## config.mk

```make
export PLATFORM = sky130hd
export DESIGN_NAME = fetch_if2id
export DESIGN_NICKNAME = d
export VERILOG_FILES = /design/src/rtl/fetch_if2id.sv
export SDC_FILE = /design/constraint.sdc
export NUM_CORES = 1
export LEC_CHECK = 0
export BUFFER_PORTS_ARGS = -buffer_cell sky130_fd_sc_hd__buf_2
export CAP_MARGIN = 20
export CORE_MARGIN = 8
export CORE_UTILIZATION = 50
export CTS_BUF_LIST = sky130_fd_sc_hd__clkbuf_4 sky130_fd_sc_hd__clkbuf_8
export DETAILED_ROUTE_END_ITERATION = 8
export PLACE_DENSITY = 0.8
export SLEW_MARGIN = 15
export SYNTH_ARGS = -nofsm -noshare
export SYNTH_HDL_FRONTEND = slang
export SYNTH_SLANG_ARGS = --single-unit
export TNS_END_PERCENT = 20
```

## constraint.sdc

```tcl
create_clock -name clk -period 2.1 [get_ports clk]
set_clock_uncertainty 0.1 [all_clocks]
set_input_delay 0.42 -clock clk [delete_from_list [all_inputs] [get_ports clk]]
set_output_delay 0.42 -clock clk [all_outputs]
set_load 0.02 [all_outputs]
```

## src/rtl/fetch_if2id.sv

```systemverilog
// rtl/fetch_if2id.sv - instruction-fetch stage with IF/ID pipeline register
//
// Ports:
//   clk, rst_n              clock (rising edge), asynchronous active-low reset
//   imem_req_valid/ready    fetch request handshake, imem_addr = current PC
//   imem_rsp_valid/data     valid-only instruction response, one per accepted request
//   stall_ID, flush_ID      hold / squash the IF/ID register
//   redirect_valid/target   one-cycle pulse loading a new PC (target[1:0] forced to 0)
//   PC_incr4_ID, instr_ID,  IF/ID register contents presented to decode
//   valid_ID
//   perf_stall_cnt,         saturating counters, present only when FETCH_PERF_EN
//   perf_drop_cnt           is defined
//
// Optional feature macro: FETCH_PERF_EN

module fetch_if2id #(
   parameter logic [31:0] RESET_PC = 32'h0000_0000
) (
   input  logic        clk,
   input  logic        rst_n,
   output logic        imem_req_valid,
   input  logic        imem_req_ready,
   output logic [31:0] imem_addr,
   input  logic        imem_rsp_valid,
   input  logic [31:0] imem_rsp_data,
   input  logic        stall_ID,
   input  logic        flush_ID,
   input  logic        redirect_valid,
   input  logic [31:0] redirect_target,
   output logic [31:0] PC_incr4_ID,
   output logic [31:0] instr_ID,
   output logic        valid_ID
`ifdef FETCH_PERF_EN
   ,
   output logic [31:0] perf_stall_cnt,
   output logic [31:0] perf_drop_cnt
`endif
);

   typedef enum logic [1:0] {
      ST_REQ  = 2'd0,
      ST_WAIT = 2'd1,
      ST_HOLD = 2'd2
   } state_e;

   state_e      state_q, state_d;
   logic [31:0] pc_q, pc_d;
   logic [31:0] fetch_pc_q, fetch_pc_d;
   logic        drop_q, drop_d;
   logic [31:0] buf_q, buf_d;
   logic        req_valid_q, req_valid_d;
   logic [31:0] pc_incr4_id_q, pc_incr4_id_d;
   logic [31:0] instr_id_q, instr_id_d;
   logic        valid_id_q, valid_id_d;

   logic        load;
   logic [31:0] load_data;
   logic [31:0] redirect_pc;
   logic [31:0] seq_pc;

   assign redirect_pc = redirect_target & ~32'h0000_0003;
   assign seq_pc      = fetch_pc_q + 32'd4;

   always_comb begin
      state_d       = state_q;
      pc_d          = pc_q;
      fetch_pc_d    = fetch_pc_q;
      drop_d        = drop_q;
      buf_d         = buf_q;
      pc_incr4_id_d = pc_incr4_id_q;
      instr_id_d    = instr_id_q;
      valid_id_d    = valid_id_q;
      load          = 1'b0;
      load_data     = imem_rsp_data;

      case (state_q)
         ST_REQ: begin
            // req_valid_q is only high in REQ, so it doubles as the state qualifier
            if (req_valid_q && imem_req_ready) begin
               fetch_pc_d = pc_q;
               state_d    = ST_WAIT;
               // a redirect coinciding with the accept makes that request stale
               drop_d     = redirect_valid;
            end
            if (redirect_valid) begin
               pc_d = redirect_pc;
            end
         end
         ST_WAIT: begin
            if (imem_rsp_valid) begin
               if (drop_q || redirect_valid) begin
                  drop_d  = 1'b0;
                  state_d = ST_REQ;
                  if (redirect_valid) begin
                     pc_d = redirect_pc;
                  end
               end else begin
                  pc_d = seq_pc;
                  if (!stall_ID) begin
                     load    = 1'b1;
                     state_d = ST_REQ;
                  end else begin
                     buf_d   = imem_rsp_data;
                     state_d = ST_HOLD;
                  end
               end
            end else if (redirect_valid) begin
               drop_d = 1'b1;
               pc_d   = redirect_pc;
            end
         end
         ST_HOLD: begin
            if (redirect_valid) begin
               pc_d    = redirect_pc;
               state_d = ST_REQ;
            end else if (!stall_ID) begin
               load      = 1'b1;
               load_data = buf_q;
               state_d   = ST_REQ;
            end
         end
         default: begin
            state_d = ST_REQ;
         end
      endcase

      // IF/ID register: flush beats stall beats load; idle cycles insert a bubble
      if (flush_ID) begin
         valid_id_d = 1'b0;
         instr_id_d = 32'h0000_0000;
      end else if (stall_ID) begin
         valid_id_d = valid_id_q;
      end else if (load) begin
         instr_id_d    = load_data;
         pc_incr4_id_d = seq_pc;
         valid_id_d    = 1'b1;
      end else begin
         valid_id_d = 1'b0;
      end

      // registered request valid keeps the output low throughout reset
      req_valid_d = (state_d == ST_REQ);
   end

   always_ff @(posedge clk or negedge rst_n) begin
      if (!rst_n) begin
         state_q       <= ST_REQ;
         pc_q          <= RESET_PC;
         fetch_pc_q    <= RESET_PC;
         drop_q        <= 1'b0;
         buf_q         <= 32'h0000_0000;
         req_valid_q   <= 1'b0;
         pc_incr4_id_q <= 32'h0000_0000;
         instr_id_q    <= 32'h0000_0000;
         valid_id_q    <= 1'b0;
      end else begin
         state_q       <= state_d;
         pc_q          <= pc_d;
         fetch_pc_q    <= fetch_pc_d;
         drop_q        <= drop_d;
         buf_q         <= buf_d;
         req_valid_q   <= req_valid_d;
         pc_incr4_id_q <= pc_incr4_id_d;
         instr_id_q    <= instr_id_d;
         valid_id_q    <= valid_id_d;
      end
   end

   assign imem_req_valid = req_valid_q;
   assign imem_addr      = pc_q;
   assign PC_incr4_ID    = pc_incr4_id_q;
   assign instr_ID       = instr_id_q;
   assign valid_ID       = valid_id_q;

`ifdef FETCH_PERF_EN
   logic [31:0] perf_stall_cnt_q, perf_stall_cnt_d;
   logic [31:0] perf_drop_cnt_q, perf_drop_cnt_d;
   logic        drop_evt;

   // a response is thrown away when stale or hit by a redirect; a buffered one on redirect
   assign drop_evt = ((state_q == ST_WAIT) && imem_rsp_valid && (drop_q || redirect_valid)) ||
                     ((state_q == ST_HOLD) && redirect_valid);

   always_comb begin
      perf_stall_cnt_d = perf_stall_cnt_q;
      perf_drop_cnt_d  = perf_drop_cnt_q;
      if ((state_q == ST_HOLD) && (perf_stall_cnt_q != 32'hFFFF_FFFF)) begin
         perf_stall_cnt_d = perf_stall_cnt_q + 32'd1;
      end
      if (drop_evt && (perf_drop_cnt_q != 32'hFFFF_FFFF)) begin
         perf_drop_cnt_d = perf_drop_cnt_q + 32'd1;
      end
   end

   always_ff @(posedge clk or negedge rst_n) begin
      if (!rst_n) begin
         perf_stall_cnt_q <= 32'h0000_0000;
         perf_drop_cnt_q  <= 32'h0000_0000;
      end else begin
         perf_stall_cnt_q <= perf_stall_cnt_d;
         perf_drop_cnt_q  <= perf_drop_cnt_d;
      end
   end

   assign perf_stall_cnt = perf_stall_cnt_q;
   assign perf_drop_cnt  = perf_drop_cnt_q;
`endif

endmodule

```

# Yosys cells after proc, flatten, opt, wreduce, memory -nomap -nowiden

Cells that the tools add are included.

Bitwise gates (word level): 3
Mux-type cells: 29
Add/sub/neg operators: 1
Eq/ne operators: 6
Reductions and logical operators: 13

Operators with widths:

| cell                  | number |
|---|---|
| $mux 32               | 8 |
| $pmux 32 s2           | 1 |
| $add 32x3->32 const B | 1 |
| $mux 2                | 6 |
| $mux 1                | 11 |
| $reduce_and 4->1      | 2 |
| $ne 3x3->1 const B    | 2 |
| $pmux 2 s3            | 1 |
| $reduce_bool 2->1     | 3 |
| $logic_not 2->1       | 2 |
| $pmux 1 s2            | 2 |
| $reduce_and 2->1      | 2 |
| $not 1->1             | 3 |
| $reduce_and 3->1      | 1 |
| $eq 2x1->1 const B    | 1 |
| $eq 2x2->1 const B    | 1 |
| $ne 2x1->1 const B    | 1 |
| $ne 2x2->1 const B    | 1 |
| $reduce_or 2->1       | 1 |
| $logic_and 1x1->1     | 1 |
| $logic_or 1x1->1      | 1 |

Register bits: 165
Logic and storage cells: 61
Input bits: 71

# Depth between registers and ports, before layout

Word-level depth: 7
Mapped depth: 9
Depth with buffers taken out: 7

# Worst setup path before layout

OpenSTA, ideal clock, no wires.

Path kind: register to register
Start point: register state_q[0]
End point: register pc_q[2], in the netlist imem_addr[2]
Cell stages (with the launch flop): 8
Arrival: 1.824 ns
Path buffers: 1
Slack: 0.089 ns
Setup time: 0.087 ns
Cell sequence: dfrtp_1 > inv_1 > ha_1 > or4b_1 > a21oi_2 > buf_4 > nor2_1 > a211oi_2

Longest elaborated chain between the ends: 3

RTL lines:

| element                                          | RTL line | RTL |
|---|---|---|
| start, declared                                  | 46       | `state_e state_q, state_d;` |
| start signal, assigned                           | 157      | `state_q <= state_d;` |
| $eq 2x2->1 or $logic_not 2->1 (tied branches)    | 76       | `case (state_q)` |
| $reduce_or 2->1 (no source line)                 | n/a      |  |
| $pmux 32 s2 or $reduce_bool 2->1 (tied branches) | n/a      |  |
| end signal, assigned                             | 158      | `pc_q <= pc_d;` |
| end, declared                                    | 47       | `logic [31:0] pc_q, pc_d;` |

Several ways; a longest one is shown, not always the timed one.
A chain may end at the register's enable or synchronous reset.

# Final worst setup path

Start point: register state_q[1]
End point: register pc_q[21], in the netlist imem_addr[21]

Same word-level chain as after synthesis.

==> results.md <==
- Status: finished with violations
- Failing checks: setup timing
- Largest net degree at the start of global routing: 43
- CP Class: reg2reg
- Peak supply drop: 0.5026 mV
- First-pass GRT wire length: 29.67 mm
- TNS Setup: -0.2054 ns
- Critical-path top delay cell: or4b_4
- Reg clk slew, reported paths: 0.09 ns
- Synth Instances: 608
- Sequential element share of the synthesized area: 57.94%
- Worst Path Buf+Inv: 3
- Starting DRC count in detailed routing: 377
- Hold WS: 0.1114 ns
- Max stage delay on crit path: 0.55 ns
- Tot Pwr: 11.73 mW
- Die width: 135.4 µm
- Hpwl dp: 13.56 mm
- Fillers: 1047
- CTS buffer count: 17
- Leak Pwr: 4.524 nW
- Clk sinks: 165
- Period utilization: 101.9%
- Final worst path period need: 2.140 ns
- Max_cap viols: 0
- Vias in the first global route: 5843
- Post-DR vias/cell: 5.674
- GR Util All Layers: 20.50%
- Most instantiated cells after synthesis: dfrtp_1 (165), nand2_1 (76), mux2_2 (67)
- Yosys top cell by area: dfrtp_1
- Post-synth EDFFs: 0
- Bufs on Longest Clock Path: 2
- Post-synth ARST share: 100.0%
- Worst Path Required: 2.38 ns
- Final GP Congestion: 0.8137
- Final worst slack: -0.03994 ns
- RSZ-0062 raised after global routing: true
- GRT overflow: 0
- Area contributors post-synth: dfrtp_1 (58%), mux2_2 (11%), mux2i_1 (4.5%)
- YS warnings: 0
- Worst Max-Slew Pin Slew: 0.4291 ns
- Share of cells above drive strength 1: 40.15%
- Skew-Pair Late Insertion Delay: 0.46 ns
- Netlist cell types: 39
- Hold/Removal Path Class: in2reg
- Die extent in y: 135.4 µm
- Max-slew headroom: 71.14%
- Main synth FF type: dfrtp_1
- Row cnt: 43
- Pwr per Cell Area: 1287 mW/mm²
- Total Wirelength: 19.63 mm
- Utilization after layout: 65.64%
- Arrival time worst endpoint: 2.42 ns
- Slew Viols, Final: 0
- Critical-path cell list: inv_2, ha_2, or4b_4, a21oi_4, buf_12, buf_6, o22ai_1, a21oi_1
- Worst Setup Start Kind: flip-flop
- Drt pass-1 iters: 5
- Crit-path max FO: 7
- #FFs+latches synth: 165
- Cell family with most CP delay: simple AND/OR/NAND/NOR gates
- Setup crit end kind: flip-flop
- Final setup viols: 16
- Final-report hold violation count: 0
- DRT antenna net count: 0
- Net Count, Synth: 685
- Final #Nets: 886
- Initial antenna violation count: 2
- Upper clock frequency limit: 467.3 MHz
- H-Tree Depth: 4
- Wire per inst: 19.57 µm
- Netlist area before placement: 0.007127 mm²
- Die area: 0.01833 mm²
- Io pins: 169
- Initial core utilization: 51.34%
- Placed Instances: 953
- Cell with the most instances after synthesis: dfrtp_1
- Area grow syn2layout: 27.84%
- Vias: 5691
- # DRC: 0
- Core area: 0.01388 mm²
- Top-area cell type share of the netlist area: 57.94%
- TritonCTS clock tree: built
- Post-synthesis area per instance: 11.72 µm²
- IO buf count: 166
- Post-route insts no fill: 1003
- CTS Root Buffer Type: clkbuf_8
-- per-stage QoR --
step	setup WS (ns)	area [µm²]
floorplan	0.08890	7127
global placement	0.06596	8382
detailed placement	-0.009701	8382
CTS	0.006560	8861
global route	-0.1007	9109
finish	-0.03994	9111
-- logic make-up (layout without fill, tap and decap cells) --
logic type / after synthesis / in the layout / share of synthesized area (%)
muxes: 99 / 99 / 15.08
adders and majority gates: 6 / 6 / 1.053
DFF: 165 / 165 / 57.94
buffers and inverters: 41 / 255 / 2.686
and+or+nand+nor: 137 / 137 / 9.674
other: 0 / 1 / 0
AOI/OAI and AO/OA: 132 / 132 / 10.13
xor gates and xnor gates: 28 / 28 / 3.441
-- worst paths after layout --
kind,slack (ns),depth (start not counted),to,startpoint
hold / removal,0.11,2,buf_q[0],imem_rsp_data[0]
setup reg to reg,-0.04,8,imem_addr[21],state_q[1]
min in group asynchronous,0.33,2,PC_incr4_ID[16],rst_n
max in group asynchronous,0.91,3,fetch_pc_q[6],rst_n
setup / recovery,-0.04,8,imem_addr[21],state_q[1]
hold reg to reg,0.39,2,instr_ID[7],instr_ID[7]
-- layout by cell type, fill, tap and decap left out, drive strengths merged, types with 2 or more instances in the layout --
master	synthesis	final
xnor2	10	10
mux2i	32	32
nor3	7	7
nand2	76	76
a21oi	31	31
nor2	10	10
nand3	11	11
nor4	4	4
ha	6	6
clkinv	0	4
inv	8	9
xor2	18	18
or4b	2	2
bufinv	0	4
clkinvlp	0	2
mux2	67	67
dfrtp	165	165
o21ai	66	66
clkbuf	12	24
o22ai	30	30
nand4	12	12
nand2b	3	3
buf	21	211
and3	7	7
-- layer usage --
layer  track usage (%)  up-vias  wire length [µm]
met2             33.15      245              9531
met1             23.95     2827              7697
met3             8.902       38              1969
li1                  -     2577                 -
met5                 0        -                27
met4             6.971        4               400
-- state kept, by name (all words and copies together) (netlist names) --
register,count
state_q,2
drop_q,1
instr_ID,32
imem_addr,32
buf_q,32
PC_incr4_ID,32
imem_req_valid,1
fetch_pc_q,32
valid_ID,1
-- final cells by class --
| cell class | instances | area (µm²) | share of cell area (%) |
|---|---|---|---|
| clock buffer | 21 | 282.8 | 3.104 |
| clock inverter | 11 | 171.4 | 1.881 |
| timing repair buffer | 215 | 1411 | 15.49 |
| antenna | 1 | 2.502 | 0.02746 |
| inverter | 8 | 30.03 | 0.3296 |
| tap | 180 | 225.2 | 2.472 |
| sequential | 165 | 4129 | 45.32 |
| multi-input combinational | 402 | 2859 | 31.38 |
-- power breakdown --
group,internal [mW],leakage [nW],switching (mW)
Sequential,4.24,2.06,0.895
Combinational,1.80,2.24,2.23
Clock,1.41,0.226,1.15
-- timing repair --
action,4_1_cts,5_1_grt
hold endpoints to repair,31,0
resized for setup,0,13
cloned,0,5
hold buffers,1,0
setup endpoints to repair,8,47
buffers inserted,2,9
pin swaps,0,4
No activity file was read; power rests on OpenSTA's default activity.
